--- src/rtl/moving_window_sum_pkg.sv ---
// Shared constants, width helpers and the per-edge operation type for the
// moving-window summer.
package mws_pkg;

  localparam int DEFAULT_W = 8;
  localparam int DEFAULT_N = 4;

  // What the window does on a given clock edge, already resolved by priority.
  typedef enum logic [1:0] {
    OP_HOLD,
    OP_FLUSH,
    OP_ACCEPT
  } win_op_e;

  function automatic int calc_log2n(input int n);
    return $clog2(n);
  endfunction

  // Wide enough to hold N full-scale samples without wrapping.
  function automatic int calc_ow(input int w, input int n);
    return w + $clog2(n);
  endfunction

endpackage

--- src/rtl/moving_window_sum_if.sv ---
// Sample-in / result-out bundle of the moving-window summer.
// The master modport drives samples; the slave modport is the summer itself.
interface moving_window_sum_if
  import mws_pkg::*;
#(
  parameter int W = DEFAULT_W,
  parameter int N = DEFAULT_N
);

  localparam int LOG2N = calc_log2n(N);
  localparam int OW    = calc_ow(W, N);

  logic             clear;
  logic             in_valid;
  logic [W-1:0]     in;
  logic             avg_mode;
  logic [OW-1:0]    out;
  logic             out_valid;
  logic [LOG2N:0]   count;
  logic             full;

  modport master (
    output clear, in_valid, in, avg_mode,
    input  out, out_valid, count, full
  );

  modport slave (
    input  clear, in_valid, in, avg_mode,
    output out, out_valid, count, full
  );

endinterface

--- src/rtl/window_ring_buf.sv ---
// N-deep ring of W-bit samples; exposes the sample about to be overwritten
// so the accumulator can subtract it in the same cycle.
module window_ring_buf #(
  parameter int W     = 8,
  parameter int N     = 4,
  parameter int LOG2N = 2
) (
  input  logic             clk,
  input  logic             flush,
  input  logic             wr_en,
  input  logic [LOG2N-1:0] wr_ptr,
  input  logic [W-1:0]     din,
  output logic [W-1:0]     old_data
);

  logic [W-1:0] slots [N];

  // Zeroed slots make a partially filled window sum only the samples received.
  always_ff @(posedge clk) begin
    if (flush) begin
      for (int i = 0; i < N; i++) begin
        slots[i] <= '0;
      end
    end else if (wr_en) begin
      slots[wr_ptr] <= din;
    end
  end

  assign old_data = slots[wr_ptr];

endmodule

--- src/rtl/moving_window_sum.sv ---
// Sliding sum (or floor average) over the last N accepted samples, with
// fill level, full flag and synchronous window flush.
module moving_window_sum
  import mws_pkg::*;
#(
  parameter int W = DEFAULT_W,
  parameter int N = DEFAULT_N
) (
  input logic               clk,
  input logic               reset,
  moving_window_sum_if.slave bus
);

  localparam int LOG2N = calc_log2n(N);
  localparam int OW    = calc_ow(W, N);
  localparam int CW    = LOG2N + 1;

  win_op_e          op;
  logic [W-1:0]     old_data;
  logic [OW-1:0]    acc;
  logic [OW-1:0]    acc_next;
  logic [OW-1:0]    out_value;
  logic [LOG2N-1:0] wp;
  logic [LOG2N-1:0] wp_next;
  logic [CW-1:0]    count_q;
  logic [CW-1:0]    count_next;
  logic [OW-1:0]    out_q;
  logic             out_valid_q;

  // Reset and clear share one flush path; a sample arriving alongside is dropped.
  always_comb begin
    op = OP_HOLD;
    if (reset || bus.clear) begin
      op = OP_FLUSH;
    end else if (bus.in_valid) begin
      op = OP_ACCEPT;
    end
  end

  window_ring_buf #(
    .W     (W),
    .N     (N),
    .LOG2N (LOG2N)
  ) u_ring (
    .clk      (clk),
    .flush    (op == OP_FLUSH),
    .wr_en    (op == OP_ACCEPT),
    .wr_ptr   (wp),
    .din      (bus.in),
    .old_data (old_data)
  );

  // acc always covers old_data, so the subtraction never goes negative.
  always_comb begin
    acc_next   = acc + OW'(bus.in) - OW'(old_data);
    out_value  = bus.avg_mode ? (acc_next >> LOG2N) : acc_next;
    wp_next    = (wp == LOG2N'(N - 1)) ? '0 : wp + 1'b1;
    count_next = (count_q == CW'(N)) ? count_q : count_q + 1'b1;
  end

  always_ff @(posedge clk) begin
    if (op == OP_FLUSH) begin
      acc         <= '0;
      wp          <= '0;
      count_q     <= '0;
      out_q       <= '0;
      out_valid_q <= 1'b0;
    end else if (op == OP_ACCEPT) begin
      acc         <= acc_next;
      wp          <= wp_next;
      count_q     <= count_next;
      out_q       <= out_value;
      out_valid_q <= 1'b1;
    end else begin
      out_valid_q <= 1'b0;
    end
  end

  assign bus.out       = out_q;
  assign bus.out_valid = out_valid_q;
  assign bus.count     = count_q;
  assign bus.full      = (count_q == CW'(N));

endmodule

--- src/flat_wrapper.sv ---
// flat-port wrapper written by rule: the top's interface ports become plain ports
module moving_window_sum_flat import mws_pkg::*;
#(
  parameter int W = DEFAULT_W,
  parameter int N = DEFAULT_N
)
  (clk, reset, bus_clear, bus_in_valid, bus_in, bus_avg_mode, bus_out, bus_out_valid, bus_count, bus_full);
  moving_window_sum_if #(.W(W), .N(N)) bus_i ();
  input logic clk;
  input logic reset;
  input wire logic [$bits(bus_i.clear)-1:0] bus_clear;
  input wire logic [$bits(bus_i.in_valid)-1:0] bus_in_valid;
  input wire logic [$bits(bus_i.in)-1:0] bus_in;
  input wire logic [$bits(bus_i.avg_mode)-1:0] bus_avg_mode;
  output wire logic [$bits(bus_i.out)-1:0] bus_out;
  output wire logic [$bits(bus_i.out_valid)-1:0] bus_out_valid;
  output wire logic [$bits(bus_i.count)-1:0] bus_count;
  output wire logic [$bits(bus_i.full)-1:0] bus_full;
  assign bus_i.clear = bus_clear;
  assign bus_i.in_valid = bus_in_valid;
  assign bus_i.in = bus_in;
  assign bus_i.avg_mode = bus_avg_mode;
  assign bus_out = bus_i.out;
  assign bus_out_valid = bus_i.out_valid;
  assign bus_count = bus_i.count;
  assign bus_full = bus_i.full;
  moving_window_sum #(.W(W), .N(N)) u_core (.clk(clk), .reset(reset), .bus(bus_i));
endmodule
--- config.mk ---
export PLATFORM = sky130hd
export DESIGN_NAME = moving_window_sum_flat
export DESIGN_NICKNAME = d
export VERILOG_FILES = /design/src/rtl/moving_window_sum_pkg.sv /design/src/rtl/moving_window_sum_if.sv /design/src/rtl/window_ring_buf.sv /design/src/rtl/moving_window_sum.sv /design/src/flat_wrapper.sv
export SDC_FILE = /design/constraint.sdc
export NUM_CORES = 1
export LEC_CHECK = 0
export CORE_MARGIN = 1
export CORE_UTILIZATION = 35
export CTS_BUF_LIST = sky130_fd_sc_hd__clkbuf_4
export DETAILED_ROUTE_END_ITERATION = 6
export SLEW_MARGIN = 20
export SYNTH_ARGS = -nofsm -noshare
export SYNTH_HDL_FRONTEND = slang
export SYNTH_SLANG_ARGS = --single-unit
export TNS_END_PERCENT = 10
--- constraint.sdc ---
create_clock -name clk -period 3.3 [get_ports clk]
set_input_delay 0.66 -clock clk [delete_from_list [all_inputs] [get_ports clk]]
set_output_delay 0.66 -clock clk [all_outputs]
set_load 0.01 [all_outputs]
Word-level counts from Yosys, hierarchy flattened
Memories as Yosys holds them, arrays and structs flattened. A register that Yosys moved wholly into a read port is not among the register bits.
Cells that the tools add are included.
{"block": "totals", "ff_bits": 26, "mem_bits_rw": 32, "input_bits": 13, "output_inout_bits": 15, "word_cells": 32, "memories": 1}
{"memory": "u_core.u_ring.slots", "depth": 4, "word_bits": 8, "rd": 1, "rd_clocked_by_memory_dff": 1, "write_ports": 4, "line_no": "window_ring_buf.sv:16", "source": "logic [W-1:0] slots [N];"}
{"block": "op_classes", "addsub": 4, "eq_ne": 4, "muxes": 14, "n_bitwise": 1, "n_reduce_logical": 3}
{"operator": "$mux 2", "count": 6}
{"operator": "$add 10x8->10", "count": 1}
{"operator": "$mux 10", "count": 1}
{"operator": "$sub 10x8->10", "count": 1}
{"operator": "$mux 8", "count": 1}
{"operator": "$reduce_or 8->1", "count": 1}
{"operator": "$mux 1", "count": 6}
{"operator": "$eq 2x2->1 const B", "count": 2}
{"operator": "$add 3x1->3 const B", "count": 1}
{"operator": "$eq 3x3->1 const B", "count": 1}
{"operator": "$add 2x1->2 const B", "count": 1}
{"operator": "$eq 2x1->1 const B", "count": 1}
{"operator": "$reduce_and 2->1", "count": 1}
{"operator": "$logic_or 1x1->1", "count": 1}
{"operator": "$not 1->1", "count": 1}

Longest topological paths before layout
Gate-level depths: netlist of the first run.
{"block": "depth", "ltp_word": 8, "ltp_mapped": 13, "depth_no_buf": 12}

Cells and area by module
A second synthesis of the first run with hierarchy kept.
{"block": "hier_totals", "hier_cells": 300, "area_unflattened_um2": 3196.8}
{"mod": "moving_window_sum", "n_inst": 1, "cells_per_inst": 205, "area_each_um2": 1783.0, "seq_area_each_um2": 520.5}
{"mod": "window_ring_buf", "n_inst": 1, "cells_per_inst": 95, "area_each_um2": 1413.9, "seq_area_each_um2": 960.9}

Worst setup path before layout of the first run
OpenSTA, ideal clock, no wires.
{"block": "synth_path", "path_type": "register -> register", "startpoint": "register (tool-made name)", "endpoint": "register u_core.out_q[7] (netlist: u_core.bus.out[7])", "setup_ps": 58, "arrival_ps": 3338, "required_time_ps": 3242, "setup_slack_ps": -96, "path_stages_with_launch": 12, "path_buffers": 1, "period_less_slack_ps": 3396, "path_cell_list": "dfxtp_1 -> clkbuf_1 -> mux4_2 -> fa_1 -> inv_1 -> ha_1 -> a21o_1 -> and4_4 -> or3_4 -> a21oi_4 -> mux2i_1 -> o211a_1"}
{"element": "end signal, assigned", "line_no": "moving_window_sum.sv:72", "source": "out_q <= out_value;"}
{"element": "end, declared", "line_no": "moving_window_sum.sv:27", "source": "logic [OW-1:0] out_q;"}

==> results.cfg, run 1 <==
[critical_path]
cp-start-kind = flop
crit_cells = 11
required_ps = 3650
r2r-end = u_core.bus.out[7]
reg2reg_slack_ps = 60
crit_path_max_fanout = 7
crit_chain = buf_12 -> mux4_2 -> fa_1 -> inv_1 -> ha_1 -> a21o_1 -> and4_4 -> or3_4 -> a21oi_4 -> mux2i_1 -> o211a_1
critical_path.slowest_cell = fa_1
criticalPathCategory = flop to flop
critPathMaxStageDelay_ps = 530
cp.buffers_inverters = 2
cp_top_family = adder cells
crit_path_end = u_core.bus.out[7]
cp-end-kind = flop
r2r_cells = 11
arrival_ps = 3590

[sta]
fin_crit_sh_pct = 98.3
rsz0062_at_grt = yes
final_hold_viol_count = 0
layout_min_cycle_time_ps = 3240
drv_slew = 0
setup_tns_ps = 0
setup_viol = 0
fmaxAchievable_mhz = 308
tightestPinTransition_ps = 528
max_slew_margin_pct = 64.7
fin_worst_skew_ps = 12.1

[global_route]
grt_pass1_vias = 2430
grt_max_degree = 32
grt_pass1_wl_um = 11900
grt_usage_pct = 16.3
grt-ovfl-total = 0
antenna_found_initial = 0

[synthesis]
yosysUniqueCellTypes = 42
synthFlopType = edfxtp_1
async_reset_ff_share_pct = 0
synth.top_cell.area_share_pct = 30.0
synth_seq_cells = 60
synth_common_cells = inv_1 (37), nor2_1 (34), edfxtp_1 (32)
syn-mean-instance-area_um2 = 10.6
synth-warning-count = 0
syn_area_um2 = 3200
ys_top_cells_by_area = edfxtp_1 (30%), dfxtp_1 (18%), mux4_2 (5.6%)
yosysSeqAreaShare_pct = 47.6
synth_cells = 301
synthesis.nets = 335
synth_top_area_cell = edfxtp_1
synth_edf_count = 32
synth.most_common_cell = inv_1

[pwr]
power_switching_w = 0.000648
internal-power_w = 0.00132
total_leakage_power_nw = 1.63
switching_share_pct = 32.9
peakVddDrop_mv = 0.147
combPwrFrac_pct = 34.2
pwr_density_cell_nw_per_um2 = 499
p_clk_share_pct = 22.5
pwr-share-seq_pct = 43.3

[floorplanning]
start_util_pct = 36.3
fp.dieH_um = 97.6
die_area_um2 = 9530
placementRows = 34
pin_count = 28
core_um2 = 8810
dieWidth_um = 97.6

[cells_and_area]
multi_input_area_um2 = 1530
drive_above_1_share_pct = 19.5
syn_to_final_growth_pct = 23.4
antenna_cells = 0
finalNetCount = 388
instances_no_fill = 467
fillerInstances = 832
seq_area_um2 = 1520

[clocking]
cts_buffers = 9
clk_pin_slew_worst_paths_ps = 100
root_buffer = clkbuf_4
clock_sinks = 60
clk_latency_ps = 400
h-tree-depth = 3
clock_path_buffers = 2
cts_tree = yes
hold_buffers = 0

[route]
wirelength_um = 7000
dr.pass1.iters = 6
drtAntennaViolNets = 0
drtIter0Drc = 82
avgViaCountPerCell = 4.95
drc = 4
wl_per_cell_um = 15.0
vias = 2313

[status]
violations = design-rule violations
status = finished with violations

[placement]
io_buffer_count = 27
dp.cells = 448
dpl.hpwl_um = 5050
gp_congestion = 0.785

[hold_path]
min_path_type = flop to flop

[flow_run]
max_cap_viol_count = 0
[power groups by stage]
stage | sequential [W] | combinational, W | clock [W]
2_1_floorplan | 0.000868 | 0.000408 | 0
3_3_place_gp | 0.000870 | 0.000618 | 0
3_5_place_dp | 0.000872 | 0.000628 | 0
4_1_cts | 0.000855 | 0.000631 | 0.000455
5_1_grt | 0.000860 | 0.000756 | 0.000497
6_report | 0.000854 | 0.000674 | 0.000443
[worst min-delay path: cells and delay by family (launching register included)]
kind,cells,cell delay (ps)
DFF,1,320
AOI/OAI and AO/OA,1,50
and+or+nand+nor,1,50
[worst min-delay path by stage]
stage / startpoint / endpoint / slack (ps) / cells after the start
after floorplan: u_core.acc[0] / u_core.acc[0] / 460 / 2
after global placement: u_core.bus.out[8] / u_core.bus.out[8] / 450 / 2
after detailed placement: u_core.bus.out[8] / u_core.bus.out[8] / 460 / 2
after CTS: u_core.bus.out[8] / u_core.bus.out[8] / 470 / 2
after global routing: u_core.bus.out[8] / u_core.bus.out[8] / 500 / 2
final: u_core.bus.out[8] / u_core.bus.out[8] / 460 / 2
[timing repair]
item,4_1_cts,5_1_grt
resized for setup,0,14
buffers inserted,0,3
setup endpoints to repair,0,12
hold endpoints to repair,0,0
[logic make-up (layout without fill, tap and decap cells)]
family	count (synthesis)	count (layout)	share of synthesized area, %
buf+inv	53	111	6.30
compound gates	46	46	9.70
mux	20	20	9.39
fa+ha+maj	21	21	10.1
xor+xnor	7	7	1.92
simple gates	94	94	15.1
flops	60	60	47.6
[cells in the final DEF, fill, tap and decap left out, types with 3 or more instances in the layout]
cell,synthesis,final
a211oi_1,5,4
a21oi_1,15,13
and2_1,18,18
buf_4,0,29
clkbuf_4,0,11
clkdlybuf4s50_1,0,27
dfxtp_1,28,27
edfxtp_1,32,32
fa_1,8,8
ha_1,13,12
inv_1,37,37
mux2i_1,12,12
mux4_2,8,8
nand2_1,9,9
nand2b_1,3,3
nand3_1,7,7
nor2_1,34,34
nor4_1,8,8
o21a_1,3,3
o21ai_0,9,7
xnor2_1,4,3
xor2_1,3,3
[final cells by class]
cell class | instances | area share (%)
multi-input combinational | 188 | 38.7
clock buffer | 11 | 2.09
timing repair buffer | 57 | 12.9
clock inverter | 5 | 0.729
tap | 108 | 3.42
sequential | 60 | 38.6
inverter | 38 | 3.61
[routing by layer]
metal / track usage (%) / routed length [um]
met5: 0 / 0
met4: 6.64 / 110
met3: 3.02 / 268
met2: 27.3 / 3440
met1: 20.6 / 3190
[metrics by stage]
| stage | power, W | util [%] | worst slack, ps | cell area (um^2) | hold slack (ps) |
|---|---|---|---|---|---|
| after floorplan | 0.00128 | - | 112 | 3200 | 460 |
| after global placement | 0.00149 | 42.7 | -251 | 3760 | 453 |
| after detailed placement | 0.00150 | 42.7 | -271 | 3760 | 455 |
| after CTS | 0.00194 | 44.0 | 0.425 | 3870 | 468 |
| after global routing | 0.00211 | 44.8 | -65.9 | 3950 | 498 |
| final | 0.00197 | 44.8 | 57.2 | 3950 | 463 |
[flip-flops by register name (all words and copies together), names as in the netlist, named ones only]
| register | count |
|---|---|
| u_core.u_ring.slots | 32 |
| u_core.acc | 10 |
| u_core.bus.out | 10 |
| u_core.bus.count | 3 |
| u_core.wp | 2 |
| u_core.bus.out_valid | 1 |
Power figures use the tool's default switching activity.
==> inputs of run 2 (changes only) <==
--- a/config.mk
+++ b/config.mk
@@ -5,12 +5,15 @@
 export SDC_FILE = /design/constraint.sdc
 export NUM_CORES = 1
 export LEC_CHECK = 0
+export CORE_ASPECT_RATIO = 0.9
 export CORE_MARGIN = 1
 export CORE_UTILIZATION = 35
 export CTS_BUF_LIST = sky130_fd_sc_hd__clkbuf_4
 export DETAILED_ROUTE_END_ITERATION = 6
+export RECOVER_POWER = 50
 export SLEW_MARGIN = 20
 export SYNTH_ARGS = -nofsm -noshare
 export SYNTH_HDL_FRONTEND = slang
+export SYNTH_HIERARCHICAL = 1
 export SYNTH_SLANG_ARGS = --single-unit
 export TNS_END_PERCENT = 10
==> run 2 against run 1 <==
Net effect: the flow now finishes without violations; clock-buffer cell count decreased by 1; register-to-register slack gained 80 ps; synthesized area hardly changed; sequential share of layout area decreased by 0.98 points; die area about the same; fmax grew 2.4%; final cell count up 1.3%; clock skew grew 5.2 ps; combinational power increased by 7.4%; first-iteration DRC count fell by 22%; worst setup slack better by 77 ps; critical endpoint is now u_core/acc[6].
==> results.cfg, run 2 <==
[status]
status = finished, final reports clean

[route]
drc = 0
drtIter0Drc = 64
wl_per_cell_um = 14.3
avgViaCountPerCell = 4.81
vias = 2277
dr.pass1.iters = 4
wirelength_um = 6760
drtAntennaViolNets = 0

[floorplanning]
die_area_um2 = 9520
dieWidth_um = 103
pin_count = 28
start_util_pct = 36.6
fp.dieH_um = 92.7
placementRows = 32
core_um2 = 8730

[synthesis]
synth.top_cell.area_share_pct = 30.1
synthesis.nets = 334
ys_top_cells_by_area = edfxtp_1 (30%), dfxtp_1 (16%), mux4_2 (5.6%)
synth_seq_cells = 58
synth_cells = 300
synthFlopType = edfxtp_1
yosysUniqueCellTypes = 45
synth_common_cells = nor2_1 (48), inv_1 (46), edfxtp_1 (32)
syn_area_um2 = 3200
syn-mean-instance-area_um2 = 10.7
synth.most_common_cell = nor2_1
synth-warning-count = 6
async_reset_ff_share_pct = 0
yosysSeqAreaShare_pct = 46.3
synth_top_area_cell = edfxtp_1
synth_edf_count = 32

[pwr]
pwr_density_cell_nw_per_um2 = 540
peakVddDrop_mv = 0.278
total_leakage_power_nw = 1.66

[critical_path]
criticalPathCategory = flop to flop
required_ps = 3600
cp-start-kind = flop
reg2reg_slack_ps = 130
crit_path_max_fanout = 11
r2r-start = u_core/wp[0]
r2r-end = u_core/acc[6]
crit_path_end = u_core/acc[6]
crit_start = u_core/wp[0]
arrival_ps = 3460
r2r_cells = 13
cp-end-kind = flop

[sta]
setup_viol = 0
drv_slew = 0
tightestPinTransition_ps = 886
rsz0062_at_grt = yes
fmaxAchievable_mhz = 316
max_slew_margin_pct = 40.8
fin_worst_skew_ps = 17.3
fin_crit_sh_pct = 95.9
layout_min_cycle_time_ps = 3170
final_hold_viol_count = 0

[placement]
dpl.hpwl_um = 4680
gp_congestion = 0.774
io_buffer_count = 27
placed_area_um2 = 3650

[clocking]
clock_path_buffers = 2
clock_sinks = 58
clk_pin_slew_worst_paths_ps = 100
root_buffer = clkbuf_4
h-tree-depth = 3
clk_latency_ps = 410
cts_tree = yes
cts_buffers = 9
hold_buffers = 0

[cells_and_area]
largest_register = u_core/u_ring/slots
fillerInstances = 871
postLayoutCellArea_um2 = 3940
syn_to_final_growth_pct = 23.4
drive_above_1_share_pct = 18.1
final_cell_mix = nor2_1 (48), inv_1 (46), edfxtp_1 (32), clkdlybuf4s50_1 (27), dfxtp_1 (25)
largest_reg_flops = 32
antenna_cells = 0
final_common_cell = nor2_1
finalNetCount = 383
final_core_util_pct = 45.2

[global_route]
grt_max_degree = 37
grt_usage_pct = 15.7
grt_pass1_vias = 2299
antenna_found_initial = 0
grt-ovfl-total = 0
grt_pass1_wl_um = 11000

[flow_run]
max_cap_viol_count = 0

[hold_path]
min_path_type = flop to flop
==> run 2: worst min path at each step <==
stage,startpoint,end,depth (start not counted)
6_report,u_core/acc[5],u_core/acc[5],2
5_1_grt,u_core/acc[4],u_core/acc[4],2
4_1_cts,u_core/acc[1],u_core/acc[1],2
3_5_place_dp,u_core/acc[4],u_core/acc[4],2
3_3_place_gp,u_core/acc[0],u_core/acc[0],2
2_1_floorplan,u_core/acc[0],u_core/acc[0],2
==> run 2: cell type report <==
cell class / instances / area, um^2 / share of cell area [%]
timing repair buffer: 52 / 470 / 11.9
tap: 119 / 149 / 3.78
clock inverter: 6 / 82.6 / 2.09
clock buffer: 10 / 75.1 / 1.90
inverter: 47 / 176 / 4.47
multi-input combinational: 181 / 1510 / 38.2
sequential: 58 / 1480 / 37.6
==> run 2: routing by layer <==
metal / global-route usage, % / wire [um] / vias up
met4: 6.46 / 160 / 0
met3: 4.60 / 273 / 12
li1: - / - / 1116
met1: 19.9 / 3100 / 1105
met5: 0 / 0 / -
met2: 24.7 / 3220 / 44
==> run 2: cell families (layout without fill, tap and decap cells) <==
logic type	count (synthesis)	in the layout	synth area share [%]
AO/OA/AOI/OAI	47	47	9.82
buffers and inverters	61	115	8.53
multiplexers	25	25	11.0
flip-flops	58	58	46.3
AND/OR/NAND/NOR	80	80	12.1
XOR/XNOR	8	8	2.19
adder cells (fa/ha/maj)	21	21	10.1
==> run 2: per-stage QoR <==
step           total power (W)  hold WS, ps  setup WS, ps  TNS [ps]  instances
4_1_cts                0.00207          506          44.9         0        464
2_1_floorplan          0.00129          460           283         0        300
3_3_place_gp           0.00147          477         -57.7      -137        448
5_1_grt                0.00226          534         -30.8     -37.3        473
6_report               0.00213          505           134         0        473
3_5_place_dp           0.00148          480          -125      -455        448
==> run 2: what timing repair did <==
| action | in CTS | in global routing |
|---|---|---|
| endpoints found under the setup margin | 2 | 10 |
| pin swaps | 0 | 16 |
| resized for setup | 1 | 9 |
| setup buffers | 0 | 9 |
==> run 2: critical path: stages (launching register included) <==
cell and delay, ps:
dfxtp_2 350, buf_12 120, buf_4 140, buf_4 120, mux4_2 510, fa_1 510
inv_1 50, ha_1 210, buf_4 160, or2_2 290, o211a_1 270, buf_4 140
mux2i_1 120, nor2_1 60
==> run 2: power breakdown <==
group | switching (W) | internal [W] | total (W)
clock network | 0.000269 | 0.000312 | 0.000581
logic | 0.000371 | 0.000353 | 0.000724
registers | 0.0000190 | 0.000806 | 0.000825
